==> config.mk <==
export PLATFORM = sky130hd
export DESIGN_NAME = mod3_pack_s3
export DESIGN_NICKNAME = d
export VERILOG_FILES = /design/src/rtl/mod3_pkg.sv /design/src/rtl/mod3_pack_mac.sv /design/src/rtl/mod3_pack_s3.sv
export SDC_FILE = /design/constraint.sdc
export NUM_CORES = 1
export LEC_CHECK = 0
export ABC_AREA = 1
export CAP_MARGIN = 25
export CORE_UTILIZATION = 40
export CTS_CLUSTER_DIAMETER = 30
export DETAILED_ROUTE_END_ITERATION = 7
export DONT_BUFFER_PORTS = 1
export HOLD_SLACK_MARGIN = 0.1
export SLEW_MARGIN = 25
export SYNTH_ARGS = -nofsm -noshare
export SYNTH_HDL_FRONTEND = slang
export SYNTH_SLANG_ARGS = --single-unit
==> constraint.sdc <==
create_clock -name clk -period 4.7 [get_ports clk]
set_input_delay 0.705 -clock clk [delete_from_list [all_inputs] [get_ports clk]]
set_output_delay 0.705 -clock clk [all_outputs]
set_load 0.03 [all_outputs]
==> src/rtl/mod3_pkg.sv <==
// Shared types and constants for the S3 trit packer: trit type, base-3 place weights.
package mod3_pkg;

  typedef logic [1:0] trit_t;

  localparam trit_t TRIT_ILLEGAL   = 2'b11;
  localparam int    TRITS_PER_BYTE = 5;

  localparam logic [7:0] POW3 [TRITS_PER_BYTE] = '{8'd1, 8'd3, 8'd9, 8'd27, 8'd81};

  // Slot indices beyond the last place weight yield 0 so a stray index cannot corrupt a byte.
  function automatic logic [7:0] pow3_of(input logic [2:0] k);
    case (k)
      3'd0:    return POW3[0];
      3'd1:    return POW3[1];
      3'd2:    return POW3[2];
      3'd3:    return POW3[3];
      3'd4:    return POW3[4];
      default: return 8'd0;
    endcase
  endfunction

endpackage

==> src/rtl/mod3_pack_mac.sv <==
// Combinational base-3 multiply-accumulate: o_sum = i_acc + t * 3^k.
module mod3_pack_mac
  import mod3_pkg::*;
(
  input  logic [7:0] i_acc,
  input  trit_t      i_trit,
  input  logic [2:0] i_k,
  output logic [7:0] o_sum
);

  logic [7:0] w_w;

  // t*w is w or 2w; the illegal trit contributes nothing.
  always_comb begin
    w_w   = pow3_of(i_k);
    o_sum = i_acc;
    case (i_trit)
      2'd1:    o_sum = i_acc + w_w;
      2'd2:    o_sum = i_acc + {w_w[6:0], 1'b0};
      default: o_sum = i_acc;
    endcase
  end

endmodule

==> src/rtl/mod3_pack_s3.sv <==
// Streaming S3 trit packer: five trits per byte, little-endian base 3, framed per N_COEF.
// Optional illegal-trit flag 'err' is built only when MOD3_PACK_CHECK_EN is defined.
module mod3_pack_s3
  import mod3_pkg::*;
#(
  parameter int N_COEF = 700
) (
  input  logic       clk,
  input  logic       rst_n,
  input  logic       clr,
  input  logic       in_valid,
  input  trit_t      in_trit,
  output logic       in_ready,
  output logic       out_valid,
  output logic [7:0] out_byte,
  output logic       out_last,
  input  logic       out_ready
`ifdef MOD3_PACK_CHECK_EN
  ,
  output logic       err
`endif
);

  localparam int CW = $clog2(N_COEF + 1);
  localparam logic [CW-1:0] LAST_CNT  = CW'(N_COEF - 1);
  localparam logic [2:0]    LAST_SLOT = 3'(TRITS_PER_BYTE - 1);

  logic [7:0]    r_acc;
  logic [2:0]    r_k;
  logic [CW-1:0] r_cnt;
  logic [7:0]    r_out_byte;
  logic          r_out_last;
  logic          r_out_valid;

  logic          w_accept;
  logic          w_last;
  logic          w_flush;
  logic [7:0]    w_sum;

  // Handshakes: a trit moves when in_valid && in_ready, a byte when out_valid && out_ready.
  // A trit offered together with clr is not taken into the packer.
  assign in_ready  = !r_out_valid || out_ready;
  assign w_accept  = in_valid && in_ready && !clr;
  assign w_last    = (r_cnt == LAST_CNT);
  assign w_flush   = w_accept && ((r_k == LAST_SLOT) || w_last);

  assign out_valid = r_out_valid;
  assign out_byte  = r_out_byte;
  assign out_last  = r_out_last;

  mod3_pack_mac u_mac (
    .i_acc  (r_acc),
    .i_trit (in_trit),
    .i_k    (r_k),
    .o_sum  (w_sum)
  );

  always_ff @(posedge clk or negedge rst_n) begin
    if (!rst_n) begin
      r_acc       <= 8'd0;
      r_k         <= 3'd0;
      r_cnt       <= '0;
      r_out_byte  <= 8'd0;
      r_out_last  <= 1'b0;
      r_out_valid <= 1'b0;
    end else begin
      // A load in the same cycle as a consume keeps the output register full.
      if (w_flush) begin
        r_out_valid <= 1'b1;
        r_out_byte  <= w_sum;
        r_out_last  <= w_last;
      end else if (out_ready) begin
        r_out_valid <= 1'b0;
      end

      if (clr) begin
        r_acc <= 8'd0;
        r_k   <= 3'd0;
        r_cnt <= '0;
      end else if (w_accept) begin
        if (w_flush) begin
          r_acc <= 8'd0;
          r_k   <= 3'd0;
          r_cnt <= w_last ? '0 : r_cnt + CW'(1);
        end else begin
          r_acc <= w_sum;
          r_k   <= r_k + 3'd1;
          r_cnt <= r_cnt + CW'(1);
        end
      end
    end
  end

`ifdef MOD3_PACK_CHECK_EN
  logic r_err;

  assign err = r_err;

  always_ff @(posedge clk or negedge rst_n) begin
    if (!rst_n) begin
      r_err <= 1'b0;
    end else if (clr) begin
      r_err <= 1'b0;
    end else if (w_accept && (in_trit == TRIT_ILLEGAL)) begin
      r_err <= 1'b1;
    end
  end
`endif

endmodule

### After elaboration in Yosys (flattened, before gate mapping)

Cells that the tools add are included.

| storage, ports and cells | value |
|---|---|
| register bits after elaboration | 31 |
| input bits | 7 |
| output and inout port bits | 11 |
| word-level logic and storage cells | 41 |

| operators by class | value |
|---|---|
| $add $sub $neg | 4 |
| eq/ne operators | 7 |
| muxes and demuxes | 14 |
| reduce and logical (&&, ||, !) cells | 10 |

Operators with widths:

| kind | number |
|---|---|
| $mux 10 | 4 |
| $pmux 7 s5 | 1 |
| $mux 8 | 3 |
| $pmux 8 s2 | 1 |
| $add 10x1->10 const B | 1 |
| $eq 10x10->1 const B | 1 |
| $mux 3 | 3 |
| $add 8x7->8 | 1 |
| $add 8x8->8 | 1 |
| $eq 3x2->1 const B | 2 |
| $reduce_bool 2->1 | 2 |
| $add 3x1->3 const B | 1 |
| $eq 3x1->1 const B | 1 |
| $eq 3x3->1 const B | 1 |
| $logic_and 1x1->1 | 3 |
| $logic_not 3->1 | 1 |
| $eq 2x1->1 const B | 1 |
| $eq 2x2->1 const B | 1 |
| $logic_not 1->1 | 2 |
| $logic_or 1x1->1 | 2 |
| $mux 1 | 2 |

### Longest topological paths before layout

| logic depth | value |
|---|---|
| depth after elaboration | 8 |
| depth in mapped cells | 19 |
| depth with buffers taken out | 19 |

### Modules after synthesis

Synthesis repeated with hierarchy kept, for this count alone.

| unflattened totals | value |
|---|---|
| cells, all modules | 326 |
| area total of the unflattened synthesis | 2298.5 µm² |

Modules (own cells, without submodules):

| module | times used | cells each | area an instance (µm²) | sequential area each (µm²) |
|---|---|---|---|---|
| mod3_pack_s3 | 1 | 181 | 1547.7 | 775.7 |
| mod3_pack_mac | 1 | 145 | 750.7 | 0.0 |

### Worst setup path after synthesis

Ideal clock, no wire load.

| timing path | value |
|---|---|
| path kind | flip-flop to flip-flop |
| start | register r_k[1] |
| end | register r_out_byte[5] (netlist: out_byte[5]) |
| library setup time | 117 ps |
| arrival | 2218 ps |
| required time | 4583 ps |
| path slack | 2366 ps |
| cell stages (with the launch flop) | 19 |
| buffers on the path | 0 |
| period minus slack after synthesis | 2334 ps |
| path through | dfrtp_1 > inv_1 > ha_1 > inv_1 > nor2_1 > inv_1 > nand2_1 > nor3_1 > a21oi_1 > inv_1 > fa_1 > o21ai_0 > nand2_1 > nand2_1 > o21ai_0 > nand2_1 > nand2_1 > nand2_1 > nand2_1 |

| between the ends | value |
|---|---|
| longest elaborated chain between the ends | 4 |
| elaborated cells on any way between the ends | 11 |
| those cells by class | add/sub: 2; eq/ne: 4; mux: 2; reduce/logical: 3 |

RTL lines:

| item | line | text |
|---|---|---|
| from (decl) | mod3_pack_s3.sv:29 | `logic [2:0] r_k;` |
| from (signal assigned) | mod3_pack_s3.sv:87 | `r_k <= r_k + 3'd1;` |
| $eq 3x3->1, or another cell as far along | mod3_pkg.sv:13, mod3_pack_s3.sv:45 |  |
| $pmux 7 s5 | mod3_pkg.sv:13 | `case (k)` |
| $add 8x8->8 or $add 8x7->8 (tied branches) | mod3_pack_mac.sv:19, mod3_pack_mac.sv:18 |  |
| $pmux 8 s2 | mod3_pack_mac.sv:17 | `case (i_trit)` |
| to (signal assigned) | mod3_pack_s3.sv:70 | `r_out_byte <= w_sum;` |
| to (decl) | mod3_pack_s3.sv:31 | `logic [7:0] r_out_byte;` |

Parallel ways exist; a longest one is shown, timed or not.
A chain may end at the register's enable or synchronous reset.

### Worst setup path in the final report

Same ends and word-level chain as after synthesis.

==> metrics <==
run status completed; most frequent cell after synthesis nand2_1; die footprint 5800 um^2; crit-path leading delay family compound AO/OA/AOI/OAI gates; crit path max fanout 4; Async SR Flop Fraction 100%; drt via density 4.97; wire length of the first global-routing pass 8650 um; Static Leak approximately 0.0012 uW; data arrival time of the critical path between 2000 and 3000 ps; syn_nets 329; antenna violations before repair 0; number of warning messages in the yosys log 0; Peak Freq ~0.37 GHz; share of final-layout standard cells stronger than drive strength 1 8.12%; top area cells in the synthesized netlist dfrtp_1 35%, nand2_1 16%, ha_1 9.7%, inv_1 7.5%, nand3_1 7.1%; critical path's slowest cell fa_1; highest ir drop seen on vdd roughly 0.19 mV; number of buffers created by CTS 5; horizontal extent of the die 76.2 um; number of standard cells after synthesis around 300; total power divided by cell area 260 nW/um^2; post-route fraction of the period consumed by the critical path 57.2%; HPWL reported at the end of detailed placement between 3000 and 4000 um; Worst Setup Path Type flip-flop to flip-flop; depth of the CTS H-tree 2; clock insertion delay at the later pin of the skew report 280 ps; relative slew slack 69.6%; routed vias 1880; sum of buffers and inverters on the critical path 4; wire length reported by the detailed router 4940 um; number of iterations in the first detailed-routing pass 4; Final setup violation count 0; min cycle time layout 2690 ps; crit-path cells inv_1, ha_1, inv_1, nor2_1, inv_1, nand2_1, nor3_1, a21oi_1, inv_1, fa_1, o21ai_0, nand2_1, nand2_1, o21ai_0, nand2_1, nand2_1, nand2_1, nand2_1; number of DRC violations after detailed-routing iteration 0 between 90 and 100; max-slew violation total from the final report 0; area share of the leading cell type in the synthesized netlist a little over a third; number of distinct standard cells referenced by the synthesized netlist 30; CTS tree done; Vert. Die Dim 76.2 um; Clock Pin Slew Worst Setup and Hold Paths 60 ps; setup repair after global routing missed its margin no; TritonCTS sink count 31; commonest register cell after synthesis dfrtp_1; post-detailed-route count of antenna-violating nets 0; Avg Inst Size Synth 7.26 um^2; largest area contributor in the synthesized netlist dfrtp_1; startpoint type of the worst setup path flip-flop; maximum capacitance violations 0; element type at the critical path end flip-flop; buffer levels on the longest clock path 2; sequential element share of the synthesized area 35.3%; required time at the endpoint of the critical path 4870 ps; final clock skew around 6.0 ps; number of top-level design ports 18; via count of the first global-routing pass 1882; I/O Buffers 0; DR WL/cell about 13 um; Diodes inserted 0; effective utilization at floorplan 42.3%; post-cts repair resize count 0; minimum hold slack 246 ps; DRC errors left 0; Yosys reg bits 31; largest net degree at the start of global routing 32; delay of the slowest critical-path stage 470 ps; number of fill cells 544; std cell rows 26; Cell Area, Synth roughly 2200 um^2; Core Footprint 5200 um^2; count of cell instances traversed by the critical path 18; number of cells on the worst reg-to-reg path 18; area added between synthesis and finish 8.25%; nets@finish ~330; most numerous cell types in the synthesized netlist 92 x nand2_1, 44 x inv_1, 31 x dfrtp_1, 31 x nand3_1, 25 x o21ai_0; pin slew with the least headroom to its limit 455 ps; GR Overflow Total 0; number of enable flip-flop cells after synthesis 0; hold violation count in the final report 0; critical path's most frequent cell nand2_1; total global-route track usage 18.8%; final RePlAce weighted congestion 0.863; clock root cell clkbuf_8; final total negative setup slack 0 ps; Min-Delay Path Class input port to asynchronous set/reset pin
## metrics by stage
stage / utilization [%] / setup WS, ps / instance area, um^2 / power [uW] / cells
global placement: 43.5 / 2060 / 2260 / 407 / 369
detailed placement: 43.5 / 2020 / 2260 / 407 / 369
floorplan: - / 2370 / 2200 / 385 / 303
CTS: 45.2 / 2000 / 2350 / 621 / 376
finish: 45.7 / 2010 / 2380 / 619 / 378
global route: 45.7 / 1690 / 2380 / 659 / 378
## what timing repair did
item                      4_1_cts  5_1_grt
hold buffers                    0        2
hold endpoints to repair        0       30
setup buffers                   0        0
## kinds of logic after synthesis
family                     Yosys count  synth area share [%]
and+or+nand+nor                    154                  31.3
buffers and inverters               54                  9.61
AOI/OAI and AO/OA                   43                  11.5
DFF                                 31                  35.3
adders and majority gates           19                  11.5
xor gates and xnor gates             2                 0.797
## cell usage in the layout, fill, tap and decap left out, drive strengths merged, types with 5 or more instances in the layout
| master | count |
|---|---|
| nand2 | 93 |
| inv | 49 |
| nand3 | 31 |
| dfrtp | 31 |
| o21ai | 30 |
| nor2 | 19 |
| ha | 17 |
| clkbuf | 6 |
| a21oi | 6 |
| o22ai | 5 |
## flip-flops by register name (all words and copies together) (netlist names)
signal     count
out_last       1
r_acc          8
out_byte       8
r_cnt         10
r_k            3
out_valid      1
## path summary, 6_finish.rpt
| path | start | endpoint | slack (ps) |
|---|---|---|---|
| setup / recovery | r_k[1]$_DFFE_PN0P_ | out_byte[5]$_DFFE_PN0P_ | 2010 |
| hold / removal | rst_n | r_acc[3]$_DFFE_PN0P_ | 250 |
| setup reg to reg | r_k[1]$_DFFE_PN0P_ | out_byte[5]$_DFFE_PN0P_ | 2010 |
| hold reg to reg | r_cnt[9]$_DFFE_PN0P_ | r_cnt[9]$_DFFE_PN0P_ | 520 |
| max in group asynchronous | rst_n | r_cnt[8]$_DFFE_PN0P_ | 3950 |
| min in group clk | r_cnt[9]$_DFFE_PN0P_ | r_cnt[9]$_DFFE_PN0P_ | 520 |
## layout make-up
class                      instances  area, um^2  area share (%)
clock inverter                     1        5.00           0.210
timing repair buffer               2        30.0            1.26
clock buffer                       6        82.6            3.47
sequential                        31         776            32.6
inverter                          50         188            7.88
tap                               70        87.6            3.68
multi-input combinational        218        1210            50.9
## power breakdown
group / internal (uW) / switching, uW / total (uW)
Clock: 115 / 93.8 / 208
Sequential: 280 / 28.7 / 309
Combinational: 35.1 / 66.3 / 101
Total: 430 / 189 / 619
## layer usage
metal	vias up	global-route usage [%]	wire length, um
met5	-	0	0
met4	0	8.08	82
met3	5	3.23	160
met2	31	31.4	2330
met1	863	24.1	2370
li1	981	-	-
(Power assumes the default switching activity.)
